--- src/rtl/load_store_unit.sv ---
// load_store_unit
//   Data-memory responder for the execute stage. Accepts a load or store
//   request (mem_read/mem_write + funct3), validates size/alignment, runs a
//   single valid/ready bus transaction, and returns the aligned and
//   sign/zero-extended load result for the mem2reg path.
//
// Ports
//   clk, rst              rising-edge clock, synchronous active-high reset
//   mem_read, mem_write   load / store request (sampled only in IDLE)
//   funct3                size and sign: 000 B, 001 H, 010 W, 100 BU, 101 HU
//   addr, wdata           effective address, LSB-aligned store data
//   stall                 freeze pipeline (combinational)
//   ld_data, done         extended load result, one-cycle completion pulse
//   access_err            one-cycle pulse: misaligned, illegal or timeout
//   bus_req/bus_gnt       request valid / accepted
//   bus_we, bus_addr      direction, word-aligned address
//   bus_be, bus_wdata     byte enables, lane-replicated store data
//   bus_rvalid, bus_rdata read response, full word
module load_store_unit #(
   parameter int XLEN    = 32,
   parameter int TIMEOUT = 255,
   parameter int TO_W    = 8
) (
   input  logic            clk,
   input  logic            rst,
   input  logic            mem_read,
   input  logic            mem_write,
   input  logic [2:0]      funct3,
   input  logic [XLEN-1:0] addr,
   input  logic [XLEN-1:0] wdata,
   output logic            stall,
   output logic [XLEN-1:0] ld_data,
   output logic            done,
   output logic            access_err,
   output logic            bus_req,
   input  logic            bus_gnt,
   output logic            bus_we,
   output logic [XLEN-1:0] bus_addr,
   output logic [3:0]      bus_be,
   output logic [XLEN-1:0] bus_wdata,
   input  logic            bus_rvalid,
   input  logic [XLEN-1:0] bus_rdata
);

   typedef enum logic [1:0] {S_IDLE, S_REQ, S_WAIT, S_DONE} state_t;

   state_t          r_state, w_next;
   logic [TO_W-1:0] r_cnt;
   logic [2:0]      r_f3;
   logic [1:0]      r_off;
   logic            r_we, r_err;
   logic [XLEN-1:0] r_addr, r_wdata, r_ld;
   logic [3:0]      r_be;

   logic            w_op, w_illegal, w_misal, w_go, w_bad, w_timeout;
   logic [3:0]      w_be;
   logic [XLEN-1:0] w_wdata, w_sh, w_ld;

   // ---------------- request decode (IDLE only) ----------------
   always_comb begin
      w_op      = mem_read | mem_write;
      w_illegal = 1'b0;
      if (mem_read && mem_write)
         w_illegal = 1'b1;
      else if (mem_write && (funct3 != 3'b000) && (funct3 != 3'b001) && (funct3 != 3'b010))
         w_illegal = 1'b1;
      else if (mem_read && (funct3 != 3'b000) && (funct3 != 3'b001) && (funct3 != 3'b010)
               && (funct3 != 3'b100) && (funct3 != 3'b101))
         w_illegal = 1'b1;
      w_misal = ((funct3[1:0] == 2'b01) && addr[0]) ||
                ((funct3[1:0] == 2'b10) && (addr[1:0] != 2'b00));
      w_go    = w_op && !w_illegal && !w_misal;
      w_bad   = w_op && (w_illegal || w_misal);
   end

   // Byte enables and lane replication so the store byte/half lands in
   // whichever lane the enables select.
   always_comb begin
      case (funct3[1:0])
         2'b00: begin
            w_be    = 4'b0001 << addr[1:0];
            w_wdata = {(XLEN/8){wdata[7:0]}};
         end
         2'b01: begin
            w_be    = 4'b0011 << addr[1:0];
            w_wdata = {(XLEN/16){wdata[15:0]}};
         end
         default: begin
            w_be    = 4'b1111;
            w_wdata = wdata;
         end
      endcase
   end

   // ---------------- load alignment / extension ----------------
   always_comb begin
      w_sh = bus_rdata >> {r_off, 3'b000};
      case (r_f3)
         3'b000:  w_ld = {{(XLEN-8){w_sh[7]}},   w_sh[7:0]};
         3'b100:  w_ld = {{(XLEN-8){1'b0}},      w_sh[7:0]};
         3'b001:  w_ld = {{(XLEN-16){w_sh[15]}}, w_sh[15:0]};
         3'b101:  w_ld = {{(XLEN-16){1'b0}},     w_sh[15:0]};
         default: w_ld = bus_rdata;
      endcase
   end

   // Abort fires on the TIMEOUT-th cycle spent in REQ/WAIT without progress.
   assign w_timeout = (r_cnt == TO_W'(TIMEOUT - 1));

   // ---------------- next state ----------------
   always_comb begin
      w_next = r_state;
      case (r_state)
         S_IDLE: if (w_go) w_next = S_REQ;
         S_REQ: begin
            if (bus_gnt)        w_next = r_we ? S_DONE : S_WAIT;
            else if (w_timeout) w_next = S_IDLE;
         end
         S_WAIT: begin
            // a grant seen here is meaningless; only rvalid counts
            if (bus_rvalid)     w_next = S_DONE;
            else if (w_timeout) w_next = S_IDLE;
         end
         S_DONE:  w_next = S_IDLE;
         default: w_next = S_IDLE;
      endcase
   end

   // ---------------- registers ----------------
   always_ff @(posedge clk) begin
      if (rst) begin
         r_state <= S_IDLE;
         r_cnt   <= '0;
         r_f3    <= '0;
         r_off   <= '0;
         r_we    <= 1'b0;
         r_err   <= 1'b0;
         r_addr  <= '0;
         r_wdata <= '0;
         r_be    <= '0;
         r_ld    <= '0;
      end else begin
         r_state <= w_next;
         r_err   <= 1'b0;
         case (r_state)
            S_IDLE: begin
               if (w_bad) begin
                  r_err <= 1'b1;
               end else if (w_go) begin
                  r_we    <= mem_write;
                  r_addr  <= {addr[XLEN-1:2], 2'b00};
                  r_be    <= w_be;
                  r_wdata <= w_wdata;
                  r_f3    <= funct3;
                  r_off   <= addr[1:0];
                  r_cnt   <= '0;
               end
            end
            S_REQ: begin
               r_cnt <= r_cnt + 1'b1;
               if (!bus_gnt && w_timeout) r_err <= 1'b1;
            end
            S_WAIT: begin
               r_cnt <= r_cnt + 1'b1;
               if (bus_rvalid)     r_ld  <= w_ld;
               else if (w_timeout) r_err <= 1'b1;
            end
            default: ;
         endcase
      end
   end

   // ---------------- outputs ----------------
   assign stall      = ((r_state == S_IDLE) && w_go) || (r_state == S_REQ) || (r_state == S_WAIT);
   assign bus_req    = (r_state == S_REQ);
   assign done       = (r_state == S_DONE);
   assign access_err = r_err;
   assign bus_we     = r_we;
   assign bus_addr   = r_addr;
   assign bus_be     = r_be;
   assign bus_wdata  = r_wdata;
   assign ld_data    = r_ld;

endmodule

--- config.mk ---
export PLATFORM = sky130hd
export DESIGN_NAME = load_store_unit
export DESIGN_NICKNAME = d
export VERILOG_FILES = /design/src/rtl/load_store_unit.sv
export SDC_FILE = /design/constraint.sdc
export NUM_CORES = 1
export LEC_CHECK = 0
export ABC_AREA = 1
export BUFFER_PORTS_ARGS = -buffer_cell sky130_fd_sc_hd__buf_4
export CELL_PAD_IN_SITES_DETAIL_PLACEMENT = 2
export CELL_PAD_IN_SITES_GLOBAL_PLACEMENT = 2
export CORE_AREA = 2 2 147 149
export CTS_CLUSTER_DIAMETER = 40
export DETAILED_ROUTE_END_ITERATION = 12
export DIE_AREA = 0 0 149 151
export HOLD_SLACK_MARGIN = 0.06
export PLACE_DENSITY = 0.82
export SLEW_MARGIN = 20
export SYNTH_ARGS = -nofsm -noshare
export SYNTH_HDL_FRONTEND = slang
export SYNTH_SLANG_ARGS = --single-unit
--- constraint.sdc ---
create_clock -name clk -period 2.95 [get_ports clk]
set_input_delay 0.1475 -clock clk [delete_from_list [all_inputs] [get_ports clk]]
set_output_delay 0.1475 -clock clk [all_outputs]
set_load 0.1 [all_outputs]
Yosys cells after proc, flatten, opt, wreduce, memory -nomap -nowiden
Index checks and enable logic that the tools add are counted.
Storage, ports and cells
  register bits after elaboration: 115
  input bits: 105
  output and inout bits: 105
  logic and storage cells: 84
Cells by class
  add/sub/neg operators: 1
  equality and inequality tests: 15
  shift operators: 3
  multiplexer cells: 20
  bitwise operators: 2
  reductions and logical operators: 33
Operator list (number)
  $pmux W32 S4: 1
  $pmux W32 S2: 1
  $shr A32 B5 Y16: 1
  $logic_and A1 B1 Y1: 16
  $mux W8: 2
  $pmux W8 S2: 1
  $add A8 B1 Y8 const B: 1
  $eq A8 B8 Y1 const B: 1
  $mux W1: 8
  $mux W2: 4
  $pmux W2 S4: 1
  $pmux W4 S2: 1
  $eq A2 B2 Y1 const B: 3
  $eq A3 B3 Y1 const B: 2
  $ne A3 B3 Y1 const B: 2
  $reduce_and A3 Y1: 2
  $eq A2 B1 Y1 const B: 2
  $logic_not A2 Y1: 2
  $logic_or A1 B1 Y1: 4
  $ne A2 B2 Y1 const B: 2
  $reduce_bool A2 Y1: 2
  $shl A1 B2 Y4 const A: 1
  $shl A2 B2 Y4 const A: 1
  $eq A3 B1 Y1 const B: 1
  10 further kinds: 12

Longest topological paths before layout
  depth after elaboration: 15
  gate-level depth with buffers: 11
  depth with buffers taken out: 11

Worst setup path before layout
No wires, ideal clock.
  kind: flip-flop to output port
  start: register r_state[1]
  end: output port stall
  arrival: 2.185 ns
  data required time: 2.803 ns
  path slack: 0.617 ns
  cell stages (with the launch flop): 5
  buffers on the path: 0
  cell sequence: dfxtp_1 inv_1 ha_1 inv_1 nand3_1
On the way
  elaborated cells on any way between the ends: 6
  classes of those cells: eq/ne (2); reduce/logical (4)
RTL lines
  start: declaration: line 47  | state_t r_state, w_next;
  start signal: assignment: line 143  | r_state <= w_next;
  $eq A2 B1 Y1
  net bus_req: line 35  | output logic bus_req,
  $logic_or A1 B1 Y1 (2 in series): line 174  | assign stall = ((r_state == S_IDLE) && w_go) || (r_state == S_REQ) || (r_state == S_WAIT);
  end: declaration: line 31  | output logic stall,
The timed path passes the listed nets, and every way through them passes these cells.

Worst setup path in the final report
  start: register r_state[0]
  end: output port stall
On the way
  word-level cells in the longest chain between the ends: 4
  elaborated cells on any way between the ends: 6
  classes of those cells: eq/ne (2); reduce/logical (4)
RTL lines (line)
  $logic_not A2 Y1: 174
  $logic_and A1 B1 Y1: 174
  $logic_or A1 B1 Y1: 174
  $logic_or A1 B1 Y1 (*): 174
Every way passes the cells marked *; elsewhere a longest branch is shown, timed or not.

==> qor.yml <==
worstMarginPinSlew_ps: 721
maxCapViolations: 0
r2r-end: "bus_addr[21]"
cp.required_ps: 2800
power_frac_seq: 0.314
top_usage_layer: "met2"
clkPwrFrac: 0.374
ys_types: 35
chipWidth_um: 149
r2r-start: "r_state[0]"
fmax_mhz: 416
leakage_nw: 3.79
first_pass_iters: 4
ys_warn_count: 0
setup_tns_ps: 0
routed_wl_um: 24700
outcome: "complete, no violations"
clkTransAtPathRegs_ps: 50
viasPerCell: 4.87
rows: 53
crit_fanout: 16
cp.arrival_ps: 2260
synth_cells: 837
fillers: 2510
synth_flop_cell: "dfxtp_1"
crit_slowest_cell: "dfxtp_1"
reg2reg_depth: 8
synthToLayoutAreaGrowth_pct: 48.3
dp_hpwl_um: 16600
io_pins: 210
cp_cell_sequence: "inv_1 > ha_1 > inv_1 > nor2_1 > nand4_4 > nand3_1 > buf_4"
seq_area_frac_synth: 0.401
rsz0062_at_grt: "no"
holdCritPathClass: "input port to flop"
grt_util_met2: 0.409
h-tree-depth: 4
drv_slew: 0
dieArea_um2: 22500
overflow: 0
cp-end-kind: "primary output"
root_buffer: "clkbuf_16"
postCtsSetupBuffers: 0
ys_seq_elements: 115
grtUsageMet3: 0.0696
die_height_um: 151
min_path_cells: 3
core-area_um2: 20800
drc_errors: 0
cts_tree: "built"
synth_edf_count: 0
grt_max_degree: 78
wire_per_inst_um: 18.2
slowest_delay_ps: 360
clock-sinks: 115
synth_common_cells: "nand2_1, o21ai_0, dfxtp_1"
grt_util_met1: 0.238
vias: 6603
crit_path_frequent_cell: "inv_1"
initial_core_util: 0.276
cts_buffers: 17
netlist.area_leader.share: 0.401
netlist_area_um2: 5740
finalSetupViolCount: 0
synth_top_area_cell: "dfxtp_1"
yosys-top-cells-area: "dfxtp_1, o21ai_0, nand2_1, a21oi_1, inv_1"
power.switching_mw: 2.19
criticalPathCategory: "flop to primary output"
drive_gt1_frac: 0.265
cp-start-kind: "flop"
fin_skew_ps: 8.10
port_buffers: 207
hold_viol_final: 0
synthArstFlopShare: 0
reg2reg_slack_ps: 550
finalWorstSetupSlack_ps: 544
grt_use_total: 0.222
vdd_ir_drop_max_mv: 0.363
postSynthAreaPerCell_um2: 6.86
post-place-ws_ps: 650
cts_buffer_depth: 2
yosysMostFrequentCell: "nand2_1"
fin_crit_sh: 0.816
grt_pass1_vias: 7174
intPower_mw: 3.35
clk_latency_ps: 420
grt_first_pass_wirelength_um: 38600
place.gp.congestion: 0.802
finalPower_mw: 5.55
final_antenna_net_count: 0
p_per_area_nw_per_um2: 651
fin_util: 0.409
slew_headroom: 0.519
comb_power_share: 0.312
final_nets: 1179
holdPathEnd: "bus_we"
antenna_found_initial: 1
p_sw_frac: 0.396
period_needed_ps: 2410
drt_iter0_drc: 222
min-delay-start: "mem_write"
area by class of cell:
| type | instances | area (µm²) | share of cell area |
|---|---|---|---|
| Antenna cell | 1 | 2.50 | 0.000294 |
| Clock inverter | 11 | 113 | 0.0132 |
| Tap cell | 275 | 344 | 0.0404 |
| Sequential cell | 115 | 2300 | 0.270 |
| Timing Repair Buffer | 264 | 2090 | 0.245 |
| Inverter | 103 | 387 | 0.0454 |
| Clock buffer | 21 | 480 | 0.0564 |
| Multi-Input combinational cell | 566 | 2800 | 0.328 |
through the flow:
stage	hold slack [ps]	instance area, µm²	std cells
after CTS	63.1	8510	1355
final	74.5	8510	1356
after global routing	68.2	8510	1356
after global placement	424	7490	1280
after detailed placement	437	7490	1280
after floorplan	312	5750	838
worst max-delay path by stage:
stage                    start            to  depth (start not counted)
CTS                 r_state[0]         stall                          7
global route        r_state[0]   bus_addr[7]                          8
floorplan           r_state[1]         stall                          4
finish              r_state[0]         stall                          7
detailed placement  r_state[0]  bus_addr[25]                          8
global placement    r_state[0]     bus_be[0]                          8
routing by layer:
metal | share of wire | up-vias | wire length [µm]
li1 | - | 3198 | -
met1 | 0.40 | 3172 | 9780
met2 | 0.51 | 191 | 12700
met3 | 0.065 | 42 | 1620
met4 | 0.027 | 0 | 667
met5 | 0 | - | 0
kinds of logic after synthesis:
logic type,share of synthesized area
AOI/OAI and AO/OA,0.226
buffers and inverters,0.113
DFF,0.401
and+or+nand+nor,0.241
other,0.000653
adders and majority gates,0.0153
xor gates and xnor gates,0.00305
power groups by stage:
| stage | Clock, mW | Sequential, mW | Combinational (mW) |
|---|---|---|---|
| 3_5_place_dp | 0 | 1.77 | 1.68 |
| 6_report | 2.07 | 1.74 | 1.73 |
| 2_1_floorplan | 0 | 2.46 | 0.525 |
| 5_1_grt | 2.20 | 1.76 | 1.84 |
| 3_3_place_gp | 0 | 1.77 | 1.65 |
| 4_1_cts | 2.11 | 1.74 | 1.73 |
layout by cell type (no fill, tap or decap):
cell           netlist  routed
a21oi_1            104     104
a21oi_2             10      10
buf_4                3     221
bufinv_16            0       1
clkbuf_16            0      17
clkbuf_8             0       4
clkinv_1             2       2
clkinvlp_4           0       4
conb_1               1       2
dfxtp_1            115     115
diode_2              0       1
dlygate4sd3_1        0      43
ha_1                 7       7
inv_1               99      99
inv_2                2       2
inv_6                0       6
nand2_1            150     150
nand2_2             12      12
nand2_4              1       1
nand3_1             45      45
nand3b_1             1       1
nand4_1             21      21
nand4_4              1       1
nor2_1              63      63
nor2_2               1       1
nor2_4               3       3
nor3_1               1       1
nor3b_2              1       1
o211ai_1            10      10
o21ai_0            119     119
o21ai_1              1       1
o21bai_1             1       1
o22ai_1              1       1
or2_1                7       7
or2_2                2       2
xnor2_1              1       1
xor2_1               1       1
repair_timing:
| item | CTS | global route |
|---|---|---|
| setup endpoints to repair | 0 | 0 |
| hold endpoints to repair | 43 | 0 |
| hold buffers | 43 | 0 |
| resized for setup | 0 | 0 |
critical path: cells and delay by family, from the launching register on:
kind / cells / cell delay [ps]
fa+ha+maj: 1 / 240
simple gates: 3 / 720
flops: 1 / 360
buf+inv: 3 / 520
state kept, by name, summed over array words and instances, names as in the netlist:
signal      flops
r_f3            3
ld_data        32
bus_addr       30
bus_we          1
bus_wdata      32
r_off           2
bus_be          4
r_cnt           8
access_err      1
r_state         2
(Power assumes the default switching activity.)
